**src/rtl/mt_csr_file.sv**
```systemverilog
// mt_csr_file: multi-hart machine CSR file with per-hart trap state and a shared mtvec
// Ports:
//   clk, reset                     clock, synchronous active-high reset
//   csr_hart/op/addr/wr_data       CSR instruction (op 00 NOP, 01 WRITE, 10 SET, 11 CLEAR)
//   csr_rd_data                    combinational read of csr_hart/csr_addr
//   exp_hart, save_exp, exp_code,  exception capture / return for exp_hart
//   exp_pc, restore_exp
//   mepc_o                         mepc of exp_hart
//   mtvec_o                        shared trap vector
//   mstatus_ie_o                   per-hart interrupt enable
//   instret                        per-hart retire pulse
// Optional: define CSR_COUNTERS_EN to add mcycle (shared) and minstret (per hart).
module mt_csr_file #(
   parameter int          HART_NUM  = 4,
   parameter int          HART_ID_W = 2,
   parameter logic [31:0] MTVEC_RST = 32'h0000_0100
) (
   input  logic                 clk,
   input  logic                 reset,
   input  logic [HART_ID_W-1:0] csr_hart,
   input  logic [1:0]           csr_op,
   input  logic [11:0]          csr_addr,
   input  logic [31:0]          csr_wr_data,
   output logic [31:0]          csr_rd_data,
   input  logic [HART_ID_W-1:0] exp_hart,
   input  logic                 save_exp,
   input  logic [5:0]           exp_code,
   input  logic [31:0]          exp_pc,
   input  logic                 restore_exp,
   output logic [31:0]          mepc_o,
   output logic [31:0]          mtvec_o,
   output logic [HART_NUM-1:0]  mstatus_ie_o,
   input  logic [HART_NUM-1:0]  instret
);
   logic [HART_NUM-1:0]  ie, eie, sv, rs, cw;
   logic [31:0]          mepc [HART_NUM];
   logic [5:0]           mcause [HART_NUM];
   logic [31:0]          mscratch [HART_NUM];
   logic [31:0]          mtvec, rd, wv;
   logic                 hart_ok, exp_ok, we;
   logic [HART_ID_W-1:0] hs, es;
`ifdef CSR_COUNTERS_EN
   logic [63:0]          mcycle;
   logic [63:0]          minstret [HART_NUM];
`else
   logic                 unused_instret;
   assign unused_instret = ^instret;
`endif
   // Out-of-range harts are clamped to 0 for indexing; hart_ok masks their effect.
   assign hart_ok      = int'(csr_hart) < HART_NUM;
   assign exp_ok       = int'(exp_hart) < HART_NUM;
   assign hs           = hart_ok ? csr_hart : '0;
   assign es           = exp_ok ? exp_hart : '0;
   assign we           = hart_ok && csr_op != 2'b00;
   assign csr_rd_data  = rd;
   assign mepc_o       = exp_ok ? mepc[es] : '0;
   assign mtvec_o      = mtvec;
   assign mstatus_ie_o = ie;
   always_comb begin
      rd = '0;
      if (hart_ok)
         case (csr_addr)
            12'h300: rd = {29'b0, 2'b11, ie[hs]};
            12'h7C0: rd = {29'b0, 2'b11, eie[hs]};
            12'h340: rd = mscratch[hs];
            12'h341: rd = mepc[hs];
            12'h342: rd = {mcause[hs][5], 26'b0, mcause[hs][4:0]};
            12'h305: rd = mtvec;
            12'hF00: rd = 32'h0000_0100;
            12'hF01: rd = 32'h0000_8000;
            12'hF14: rd = 32'(csr_hart);
`ifdef CSR_COUNTERS_EN
            12'hB00: rd = mcycle[31:0];
            12'hB80: rd = mcycle[63:32];
            12'hB02: rd = minstret[hs][31:0];
            12'hB82: rd = minstret[hs][63:32];
`endif
            default: rd = '0;
         endcase
   end
   // Write value for WRITE/SET/CLEAR; only used when we is asserted.
   assign wv = (csr_op == 2'b01) ? csr_wr_data :
               (csr_op == 2'b10) ? (csr_wr_data | rd) : (~csr_wr_data & rd);
   // Save beats restore; restore only fires alone.
   always_comb begin
      sv = '0;
      rs = '0;
      cw = '0;
      for (int h = 0; h < HART_NUM; h++) begin
         sv[h] = save_exp && int'(exp_hart) == h;
         rs[h] = restore_exp && !save_exp && int'(exp_hart) == h;
         cw[h] = we && int'(csr_hart) == h;
      end
   end
   always_ff @(posedge clk) begin
      if (reset) begin
         ie    <= '0;
         eie   <= '0;
         mtvec <= MTVEC_RST;
         for (int h = 0; h < HART_NUM; h++) begin
            mepc[h]     <= '0;
            mcause[h]   <= '0;
            mscratch[h] <= '0;
`ifdef CSR_COUNTERS_EN
            minstret[h] <= '0;
`endif
         end
`ifdef CSR_COUNTERS_EN
         mcycle <= '0;
`endif
      end else begin
         if (we && csr_addr == 12'h305) mtvec <= wv & ~32'h3;
         for (int h = 0; h < HART_NUM; h++) begin
            // Exception capture owns ie/eie/mepc/mcause of its hart this edge.
            if (sv[h]) begin
               ie[h]     <= 1'b0;
               eie[h]    <= ie[h];
               mepc[h]   <= exp_pc & ~32'h3;
               mcause[h] <= exp_code;
            end else begin
               if (rs[h]) ie[h] <= eie[h];
               else if (cw[h] && csr_addr == 12'h300) ie[h] <= wv[0];
               if (cw[h] && csr_addr == 12'h7C0) eie[h] <= wv[0];
               if (cw[h] && csr_addr == 12'h341) mepc[h] <= wv & ~32'h3;
               if (cw[h] && csr_addr == 12'h342) mcause[h] <= {wv[31], wv[4:0]};
            end
            if (cw[h] && csr_addr == 12'h340) mscratch[h] <= wv;
`ifdef CSR_COUNTERS_EN
            minstret[h] <= (cw[h] && csr_addr == 12'hB02) ? {minstret[h][63:32], wv} :
                           (cw[h] && csr_addr == 12'hB82) ? {wv, minstret[h][31:0]} :
                           minstret[h] + 64'(instret[h]);
`endif
         end
`ifdef CSR_COUNTERS_EN
         mcycle <= (we && csr_addr == 12'hB00) ? {mcycle[63:32], wv} :
                   (we && csr_addr == 12'hB80) ? {wv, mcycle[31:0]} : mcycle + 64'd1;
`endif
      end
   end
endmodule

```
**config.mk**
```make
export PLATFORM = sky130hd
export DESIGN_NAME = mt_csr_file
export DESIGN_NICKNAME = d
export VERILOG_FILES = /design/src/rtl/mt_csr_file.sv
export SDC_FILE = /design/constraint.sdc
export NUM_CORES = 1
export LEC_CHECK = 0
export CAP_MARGIN = 20
export CORE_UTILIZATION = 53
export CTS_CLUSTER_SIZE = 20
export DETAILED_ROUTE_END_ITERATION = 8
export PLACE_DENSITY = 0.76
export SLEW_MARGIN = 20
export SYNTH_ARGS = -nofsm -noshare
export SYNTH_HDL_FRONTEND = slang
export SYNTH_SLANG_ARGS = --single-unit
```
**constraint.sdc**
```tcl
create_clock -name clk -period 7.9 [get_ports clk]
set_input_delay 1.58 -clock clk [delete_from_list [all_inputs] [get_ports clk]]
set_output_delay 1.58 -clock clk [all_outputs]
set_load 0.005 [all_outputs]
```
==> impl_metrics.json <==
{
  "numCtsBuffers": 35,
  "timing.final.crit_share_pct": 81.4,
  "yosysMostFrequentCell": "edfxtp_1",
  "cp_num_buf_inv": 3,
  "syn_avg_cell_area_um2": 11.7,
  "gp_congestion": 0.871,
  "dr_total_vias": 13300,
  "core_mm2": 0.0305,
  "synth_cell_types": 62,
  "synth_edf_count": 272,
  "ant_nets": 0,
  "clk_pin_slew_worst_paths_ns": 0.06,
  "worstSetupPathType": "in -> out",
  "hold_class": "reg -> reg",
  "slew_headroom_pct": 37.1,
  "layoutNonFillerInstCount": 1961,
  "ys_seq_elements": 310,
  "synthTopCellsByCount": "edfxtp_1 (272), nor2_1 (173), nand2_1 (166), o21ai_0 (127), mux4_2 (100)",
  "clk_latency_ns": 0.51,
  "grt_setup_unrepaired": "no",
  "fillCellCount": 2261,
  "grt_pass1_vias": 13200,
  "layout-drive-gt1-share_pct": 15.8,
  "worstPathRequired_ns": 6.32,
  "cp_cell_sequence": "clkdlybuf4s50_1 > nor4b_4 > nand2_1 > buf_4 > o22ai_1 > clkdlybuf4s50_1",
  "drt_iter0_drc": 1759,
  "num_rows": 64,
  "synth.area.top_cells": "edfxtp_1 (50%), mux4_2 (14%), dfxtp_1 (4.6%), nor2_1 (4.0%), o21ai_0 (3.9%)",
  "grt-ovfl-total": 0,
  "fin_setup_tns_ns": 0,
  "skew_ns": 0.0137,
  "crit_family": "buffers and inverters",
  "final_nets": 1634,
  "max_freq_mhz": 156,
  "dp_hpwl_um": 30500,
  "crit_start": "csr_addr[5]",
  "yosysSeqAreaShare_pct": 54.4,
  "clock_sinks": 310,
  "setup_viol": 0,
  "syn_area_mm2": 0.0164,
  "dieArea_mm2": 0.0317,
  "clockBufferDepth": 3,
  "die_y_um": 178,
  "p_per_area_mw_per_mm2": 200,
  "htree_levels": 2,
  "crit_path_top_delay_cell": "nor4b_4",
  "power_mw": 3.96,
  "viasPerCell": 6.78,
  "io_pins": 196,
  "grt_first_pass_wirelength_um": 77300,
  "area_growth_pct": 20.7,
  "yosys.area.top_type": "edfxtp_1",
  "synth_warnings": 0,
  "cap_violations": 0,
  "slew_viol_final": 0,
  "first_pass_iters": 6,
  "wl_um": 51500,
  "fin_crit_ns": 6.43,
  "r2r_start": "mepc[3][29]",
  "cts_tree": "done",
  "post_cts_buffers": 0,
  "die_w_um": 178,
  "ir_drop_v": 0.000121,
  "hold_violations": 0,
  "portBuffers": 185,
  "track_usage_pct": 32.9,
  "status": "complete, no violations",
  "synth_flop_cell": "edfxtp_1",
  "crit_top_cell": "clkdlybuf4s50_1",
  "grt_antenna_before_repair": 0,
  "cp.arrival_ns": 4.85,
  "endpoint_kind": "output port",
  "max_stage_delay_ns": 0.74,
  "place_inst": 1891,
  "synth_top_area_share_pct": 49.8,
  "hold_buffers": 0,
  "cts.repair.resized": 0,
  "p_leak_nw": 6.14,
  "hold_path_startpoint": "mtvec_o[31]",
  "start_kind": "primary input",
  "worst_pin_slew_ns": 0.940,
  "root_buffer": "clkbuf_16",
  "grt_max_degree": 55,
  "cp_max_fo": 24,
  "wl_per_cell_um": 26.3,
  "synthesis.instances": 1399,
  "start_util_pct": 53.8,
  "synth-async-reset-ratio_pct": 0,
  "drc": 0
}
path summary, 6_finish.rpt:
kind | to | depth (start not counted) | slack [ns]
worst max-delay path | csr_rd_data[9] | 6 | 1.47
worst min-delay path | mtvec_o[31] | 2 | 0.53
worst max register to register | mepc[0][29] | 5 | 5.40
worst min register to register | mtvec_o[31] | 2 | 0.53
stage by stage:
step / instance area (um^2) / setup slack, ns / util, % / hold slack [ns]
floorplan: 16400 / 3.27 / - / 0.475
global placement: 18500 / 1.63 / 60.7 / 0.506
detailed placement: 18500 / 1.63 / 60.8 / 0.524
CTS: 19600 / 1.59 / 64.4 / 0.532
global route: 19800 / 1.42 / 64.9 / 0.557
finish: 19800 / 1.47 / 64.9 / 0.531
layout by cell type (no fill, tap or decap), drive strengths merged, types with 4 or more instances in the layout:
| cell type | n |
|---|---|
| dfxtp | 38 |
| nand3 | 8 |
| mux4 | 100 |
| xnor2 | 24 |
| a211oi | 12 |
| a2bb2oi | 4 |
| a21oi | 8 |
| or3 | 5 |
| edfxtp | 272 |
| inv | 39 |
| o211ai | 4 |
| o21ai | 174 |
| clkinv | 9 |
| nor2b | 8 |
| nand4 | 8 |
| nor3 | 35 |
| nor2 | 175 |
| a31oi | 4 |
| nor4 | 52 |
| and3 | 4 |
| buf | 40 |
| o21bai | 5 |
| o22ai | 26 |
| conb | 4 |
| nand2 | 166 |
| clkdlybuf4s50 | 179 |
| nand2b | 7 |
| o221ai | 6 |
| clkbuf | 47 |
| a22oi | 61 |
logic make-up after synthesis:
| logic type | after synthesis | synth area share [%] |
|---|---|---|
| muxes | 100 | 13.7 |
| buffers and inverters | 157 | 4.11 |
| DFF | 310 | 54.4 |
| and+or+nand+nor | 489 | 13.8 |
| other | 1 | 0.0228 |
| xor gates and xnor gates | 25 | 1.33 |
| AOI/OAI and AO/OA | 317 | 12.6 |
tightest hold or removal path, cell delays in order, from the launching register on:
cell and delay (ns):
dfxtp_1 0.32, nor2_1 0.11, a211oi_1 0.05
state kept, by name (all words and copies together), names as in the netlist:
signal	flops
mscratch	128
mepc	120
mtvec_o	30
mcause	24
eie	4
mstatus_ie_o	4
final cells by class:
| type | instances | area (um^2) | share of cell area (%) |
|---|---|---|---|
| clock inverter | 15 | 108 | 0.543 |
| inverter | 37 | 139 | 0.701 |
| tap | 396 | 495 | 2.50 |
| antenna | 2 | 5.00 | 0.0253 |
| multi-input combinational | 935 | 6930 | 35.0 |
| timing repair buffer | 219 | 2220 | 11.2 |
| sequential | 310 | 8930 | 45.1 |
| clock buffer | 47 | 993 | 5.01 |
metal layers:
layer | vias to the layer above | track usage (%) | part of all wire (%)
met5 | - | 0 | 0
met2 | 927 | 55.5 | 49
met3 | 145 | 5.73 | 11
met4 | 0 | 12.6 | 3.6
met1 | 6595 | 42.6 | 36
li1 | 5631 | - | -
report_power, final:
| part | internal, mW | leakage (nW) | switching (mW) | total (mW) |
|---|---|---|---|---|
| clock | 0.918 | 0.531 | 0.660 | 1.58 |
| combinational | 0.213 | 2.67 | 0.260 | 0.473 |
| sequential | 1.87 | 2.94 | 0.0355 | 1.91 |
| total | 3.00 | 6.14 | 0.955 | 3.96 |
(Power assumes the default switching activity.)
